--- config.mk ---
export PLATFORM = sky130hd
export DESIGN_NAME = mclk_freq_meter
export DESIGN_NICKNAME = d
export VERILOG_FILES = /design/src/rtl/mclk_freq_meter.sv
export SDC_FILE = /design/constraint.sdc
export NUM_CORES = 1
export LEC_CHECK = 0
export CORE_MARGIN = 4
export CORE_UTILIZATION = 44
export DETAILED_ROUTE_END_ITERATION = 12
export PLACE_DENSITY = 0.73
export SLEW_MARGIN = 20
export SYNTH_ARGS = -nofsm -noshare
export SYNTH_HDL_FRONTEND = slang
export SYNTH_SLANG_ARGS = --single-unit
export TNS_END_PERCENT = 1
--- constraint.sdc ---
create_clock -name clk -period 5.3 [get_ports clk]
set_clock_uncertainty 0.05 [all_clocks]
set_input_delay 1.325 -clock clk [delete_from_list [all_inputs] [get_ports clk]]
set_output_delay 1.325 -clock clk [all_outputs]
set_load 0.02 [all_outputs]
--- src/rtl/mclk_freq_meter.sv ---
`timescale 1ps/1ps
// mclk_freq_meter: counts synchronised rising edges of sig_in over a fixed gate
// of clk cycles and reports the count with in-range and no-signal flags.
module mclk_freq_meter #(
    parameter int unsigned GATE_CYCLES = 50000,
    parameter int unsigned CNT_W       = 24,
    parameter int unsigned SYNC_STAGES = 2,
    parameter int unsigned EXP_MIN     = 11280,
    parameter int unsigned EXP_MAX     = 11300,
    parameter bit          CONTINUOUS  = 1'b0
) (
    input  logic             clk,
    input  logic             rst,
    input  logic             sig_in,
    input  logic             start,
    output logic             busy,
    output logic [CNT_W-1:0] count_out,
    output logic             count_valid,
    output logic             in_range,
    output logic             no_signal
);

    localparam int unsigned GW = (GATE_CYCLES > 1) ? $clog2(GATE_CYCLES) : 1;
    localparam logic [GW-1:0] GATE_LAST = GW'(GATE_CYCLES - 1);
    // Range compare is done at least 32 bits wide so EXP_MIN/EXP_MAX are never truncated
    localparam int unsigned XW = (CNT_W > 32) ? CNT_W : 32;
    localparam logic [XW-1:0] EXP_MIN_X = XW'(EXP_MIN);
    localparam logic [XW-1:0] EXP_MAX_X = XW'(EXP_MAX);

    localparam logic [1:0] S_IDLE    = 2'd0;
    localparam logic [1:0] S_MEASURE = 2'd1;
    localparam logic [1:0] S_REPORT  = 2'd2;

    logic [SYNC_STAGES-1:0] r_sync;
    logic                   r_prev;
    logic [1:0]             r_state;
    logic [GW-1:0]          r_gate_cnt;
    logic [CNT_W-1:0]       r_edge_cnt;
    logic                   r_busy;
    logic [CNT_W-1:0]       r_count;
    logic                   r_valid;
    logic                   r_in_range;
    logic                   r_no_signal;

    logic                   w_rise;
    logic                   w_go;
    logic [XW-1:0]          w_cnt_ext;
    logic                   w_cnt_in_range;

    assign w_rise         = r_sync[SYNC_STAGES-1] & ~r_prev;
    assign w_go           = start | CONTINUOUS;
    assign w_cnt_ext      = XW'(r_edge_cnt);
    assign w_cnt_in_range = (w_cnt_ext >= EXP_MIN_X) && (w_cnt_ext <= EXP_MAX_X);

    // Synchroniser and edge register run in every state so MEASURE never sees a stale edge
    always_ff @(posedge clk or posedge rst) begin
        if (rst) begin
            r_sync <= '0;
            r_prev <= 1'b0;
        end else begin
            r_sync <= {r_sync[SYNC_STAGES-2:0], sig_in};
            r_prev <= r_sync[SYNC_STAGES-1];
        end
    end

    // Measurement FSM with gate counter and saturating edge counter
    always_ff @(posedge clk or posedge rst) begin
        if (rst) begin
            r_state    <= S_IDLE;
            r_gate_cnt <= '0;
            r_edge_cnt <= '0;
            r_busy     <= 1'b0;
        end else begin
            case (r_state)
                S_IDLE: begin
                    if (w_go) begin
                        r_state    <= S_MEASURE;
                        r_gate_cnt <= '0;
                        r_edge_cnt <= '0;
                        r_busy     <= 1'b1;
                    end
                end
                S_MEASURE: begin
                    r_gate_cnt <= r_gate_cnt + 1'b1;
                    if (w_rise && (r_edge_cnt != '1)) begin
                        r_edge_cnt <= r_edge_cnt + 1'b1;
                    end
                    if (r_gate_cnt == GATE_LAST) begin
                        r_state <= S_REPORT;
                        r_busy  <= 1'b0;
                    end
                end
                S_REPORT: begin
                    if (w_go) begin
                        r_state    <= S_MEASURE;
                        r_gate_cnt <= '0;
                        r_edge_cnt <= '0;
                        r_busy     <= 1'b1;
                    end else begin
                        r_state <= S_IDLE;
                    end
                end
                default: begin
                    r_state <= S_IDLE;
                    r_busy  <= 1'b0;
                end
            endcase
        end
    end

    // Report registers: latched once per gate, valid pulses for one cycle
    always_ff @(posedge clk or posedge rst) begin
        if (rst) begin
            r_count     <= '0;
            r_valid     <= 1'b0;
            r_in_range  <= 1'b0;
            r_no_signal <= 1'b0;
        end else begin
            r_valid <= (r_state == S_REPORT);
            if (r_state == S_REPORT) begin
                r_count     <= r_edge_cnt;
                r_in_range  <= w_cnt_in_range;
                r_no_signal <= (r_edge_cnt == '0);
            end
        end
    end

    assign busy        = r_busy;
    assign count_out   = r_count;
    assign count_valid = r_valid;
    assign in_range    = r_in_range;
    assign no_signal   = r_no_signal;

endmodule
; ---- After elaboration in Yosys (flattened, before gate mapping)
; Cells that the tools add are included.
; W data, S select, Z words.
[word_totals]
regBits = 73
latchBits = 0
ram_bits = 0
romBits = 0
inputBits = 4
out_inout_bits = 28
elab_cells = 46
n_memories = 0
[op_classes]
n_addsub = 2
mul = 0
n_div = 0
order_cmp = 2
eq_ne = 8
shifts = 0
mux = 12
n_bitwise = 2
reduce_logical = 10
[ops]
columns = operator, count
row1 = $mux W24, 2
row2 = $pmux W24 S2, 1
row3 = $pmux W16 S2, 1
row4 = $add A24 B1 Y24 const B, 1
row5 = $ge A24 B14 Y1 const B, 1
row6 = $le A24 B14 Y1 const B, 1
row7 = $logic_not A24 Y1, 1
row8 = $ne A24 B24 Y1 const B, 1
row9 = $add A16 B1 Y16 const B, 1
row10 = $eq A16 B16 Y1 const B, 1
row11 = $mux W16, 1
row12 = $ne A2 B2 Y1 const B, 3
row13 = $pmux W2 S3, 1
row14 = $reduce_and A2 Y1, 3
row15 = $mux W2, 2
row16 = $mux W1, 3
row17 = $reduce_and A3 Y1, 1
row18 = $eq A2 B1 Y1 const B, 1
row19 = $eq A2 B2 Y1 const B, 1
row20 = $logic_and A1 B1 Y1, 2
row21 = $logic_not A2 Y1, 1
row22 = $ne A2 B1 Y1 const B, 1
row23 = $pmux W1 S2, 1
row24 = $reduce_bool A2 Y1, 1
row25 = 3 further kinds, 3

; ---- Depth between registers and ports, before layout
[depth]
word_depth = 5
mapped_depth = 7
depth_no_buf = 6

; ---- Least setup slack after synthesis
; Ideal clock, no wire load.
[synth_path]
kind = input to register
from = input start
to = register r_edge_cnt[15]
setup_time_ns = 0.125
arrival_ns = 2.129
slack_ns = 2.996
path_stages = 4
cell_sequence = nor2_1 a31oi_1 o21ai_0 mux2_2
[synth_via]
elab_chain_len = 2
[synth_rtl]
columns = element, line_no
row1 = start: declaration, 15  ; input logic start,
row2 = $ne A2 B1 Y1 (no source line), n/a
row3 = $reduce_and A3 Y1 (no source line), n/a
row4 = end signal: assignment, 86  ; r_edge_cnt <= r_edge_cnt + 1'b1;
row5 = end: declaration, 38  ; logic [CNT_W-1:0] r_edge_cnt;
; Every way passes these cells.
; A chain may end at the register's enable or synchronous reset.

; ---- Worst setup path in the final report
; Same ends and word-level chain as after synthesis.

==> impl_metrics.yaml <==
outcome:
  run_status: "finished clean"
clock_tree:
  cts_buffer_depth: 2
  cts_inserted_buffers: 9
  path_clk_slew_ps: 70
  cts_root_buffer: "clkbuf_8"
  cts_sinks: 73
  htree_levels: 3
  post_cts_buffers: 0
  tritoncts: "yes"
  insertion_delay_ps: 340
  postCtsHoldBufs: 0
  cts_resized: 0
route:
  dr.pass1.iters: 6
  vias: 2902
  drt_iter0_drc: 262
  ant_nets: 0
  drt-total-wl_microns: 8140
  drcViolationCount: 0
  wl_met1_microns: 3830
  wl_met3_microns: 515
  wl_met2_microns: 3600
  wire_per_inst_microns: 16.8
  highest_layer: "met4"
  avgViaCountPerCell: 6.00
place:
  post-place-cells: 470
  dp_hpwl_microns: 5550
  place_congestion: 0.879
  portBuffers: 31
power_and_ir_drop:
  p_int_mw: 0.921
  peakVddDrop_mv: 0.172
  switching_share: 0.333
  cellLeakagePower_nw: 1.83
  p_comb_frac: 0.177
  clockPowerShare: 0.306
  p_sw_mw: 0.459
  p_seq_frac: 0.517
  pwr_density_cell_nw_per_um2: 332
sta:
  clock.fmax_ghz: 0.322
  slew_viol_final: 0
  grt_setup_unrepaired: "no"
  slew_headroom: 0.360
  finalCritPeriodShare: 0.585
  setup_viol: 0
  hold_violations: 0
  setup_tns_ps: 0
  min_period_ps: 3100
  tightest_slew_ps: 956
global_route:
  grt_use_total: 0.177
  grt_max_degree: 48
  grt_pass1_wl_microns: 14100
  grt_pass1_vias: 2850
  gr-total-overflow: 0
  antenna_found_initial: 0
die:
  die_h_microns: 98.5
  core_sq_um: 7850
  fp.dieArea_sq_um: 9710
  rows: 32
  die_w_microns: 98.5
  io-pin-count: 32
  start_util: 0.460
logic_synthesis:
  netlist_area_sq_um: 3610
  ys_seq_area_frac: 0.507
  synth-main-ff-cell: "dfrtp_1"
  synth_edf_count: 0
  synth-seq-cells: 73
  synthCells: 353
  ys.warnings.count: 0
  syn-num-nets: 360
  synth_cell_types: 59
  postSynthAreaPerCell_sq_um: 10.2
  async_flop_share: 1.00
run:
  maxCapViolations: 0
cells_and_area:
  n_antenna_cell: 0
  layout-drive-gt1-share: 0.131
  nFillCells: 728
  area_delta_synth_final_pct: 15.3
  nNetsFinal: 386
  fin_cells: 484
setup_path:
  arrival_ps: 3270
  critical_path_class: "in2reg"
  endpoint_kind: "flip-flop"
  start_kind: "primary input"
  worstPathMaxFanout: 11
  r2r_slack_ps: 2480
  required_ps: 5470
hold_path:
  holdCritPathClass: "reg2reg"
## per-layer routing
layer | vias to the layer above | GRT usage
li1 | 1378 | -
met1 | 1387 | 0.251
met2 | 118 | 0.262
met3 | 19 | 0.0425
met4 | 0 | 0.0735
met5 | - | 0
## final cells by class
type | instances | area (sq um) | area share
inverters | 11 | 42.5 | 0.0102
clock buffers | 10 | 138 | 0.0331
clock inverters | 4 | 45.0 | 0.0108
well taps | 102 | 128 | 0.0307
repair buffers | 34 | 333 | 0.0800
flip-flops and latches | 73 | 1830 | 0.439
multi-input cells | 250 | 1650 | 0.396
## state kept, by name, summed over array words and instances (netlist names)
register	count
no_signal	1
r_edge_cnt	24
busy	1
r_prev	1
in_range	1
count_valid	1
r_sync	2
r_gate_cnt	16
count_out	24
r_state	2
## kinds of logic (layout without fill, tap and decap cells)
kind of cell             count (synthesis)  count (layout)  share of synthesized area
AO/OA/AOI/OAI                           84              84                      0.161
XOR/XNOR                                 2               2                    0.00486
adder cells (fa/ha/maj)                  3               3                     0.0104
buffers and inverters                   30              59                     0.0371
flip-flops                              73              73                      0.507
multiplexers                            28              28                     0.0847
AND/OR/NAND/NOR                        133             133                      0.196
## per-stage QoR
step	setup slack (ps)	hold slack (ps)	area [sq um]	util	power (mW)
6_report	2200	300	4160	0.530	1.38
5_1_grt	2130	310	4160	0.530	1.46
4_1_cts	2170	302	4160	0.530	1.38
3_5_place_dp	1810	286	3970	0.506	0.960
3_3_place_gp	1850	283	3970	0.506	0.954
2_1_floorplan	2070	281	3610	-	0.896
## Yosys cell counts, types with 2 or more instances
cell | number | share of area
dfrtp_1 | 73 | 0.51
nand2_1 | 36 | 0.037
nand3_1 | 24 | 0.033
nor2_1 | 22 | 0.023
o21ai_0 | 22 | 0.031
mux2_2 | 20 | 0.062
a31oi_1 | 18 | 0.031
inv_1 | 11 | 0.011
nor4_1 | 10 | 0.017
nand4_1 | 9 | 0.016
clkbuf_1 | 8 | 0.0083
mux2i_1 | 8 | 0.022
buf_2 | 7 | 0.0097
nor3_1 | 6 | 0.0083
a21oi_1 | 5 | 0.0069
a41oi_1 | 5 | 0.012
a21o_1 | 4 | 0.0083
o31ai_1 | 4 | 0.0083
buf_4 | 3 | 0.0062
ha_1 | 3 | 0.010
nor2b_1 | 3 | 0.0052
o211a_1 | 3 | 0.0083
o211ai_1 | 3 | 0.0062
a211o_1 | 2 | 0.0049
and2_1 | 2 | 0.0035
and3_1 | 2 | 0.0035
nand3b_1 | 2 | 0.0042
nor4b_1 | 2 | 0.0049
o2111ai_1 | 2 | 0.0049
o21a_1 | 2 | 0.0042
or2_2 | 2 | 0.0035
or4_1 | 2 | 0.0042
or4_4 | 2 | 0.0062
## final timing paths
check / endpoint / depth (start not counted) / from
setup reg to reg: r_edge_cnt[15]$_DFFE_PP0P_ / 5 / r_state[0]$_DFFE_PP0P_
hold / removal: r_sync[1]$_DFF_PP0_ / 0 / r_sync[0]$_DFF_PP0_
setup / recovery: r_edge_cnt[15]$_DFFE_PP0P_ / 5 / start
hold reg to reg: r_sync[1]$_DFF_PP0_ / 0 / r_sync[0]$_DFF_PP0_
max in group asynchronous: r_sync[0]$_DFF_PP0_ / 3 / rst
min in group asynchronous: count_out[17]$_DFFE_PP0N_ / 2 / rst
## power by group through the flow
stage	Combinational, mW	Clock (mW)	Sequential, mW
after global routing	0.276	0.461	0.721
after global placement	0.236	0	0.718
after CTS	0.242	0.434	0.708
final	0.244	0.423	0.713
after floorplan	0.251	0	0.645
after detailed placement	0.241	0	0.719
## cells in the final DEF (no fill, tap or decap), types with 3 or more instances in the layout
cell type / count
a21o_1: 4
a21oi_1: 5
a31oi_1: 18
a41oi_1: 5
buf_4: 3
clkbuf_8: 10
clkdlybuf4s50_1: 31
clkinv_2: 4
dfrtp_1: 73
ha_1: 3
inv_1: 10
mux2_2: 20
mux2i_1: 8
nand2_1: 36
nand3_1: 24
nand4_1: 9
nor2_1: 22
nor2b_1: 3
nor3_1: 6
nor4_1: 10
o211a_1: 3
o211ai_1: 3
o21ai_0: 22
o31ai_1: 4
## worst max-delay path: stages
cell and delay, ps:
clkdlybuf4s50_1 610, nor2_1 80, a31oi_1 730, o21ai_0 210, mux2_2 310
No activity file was read; power rests on OpenSTA's default activity.
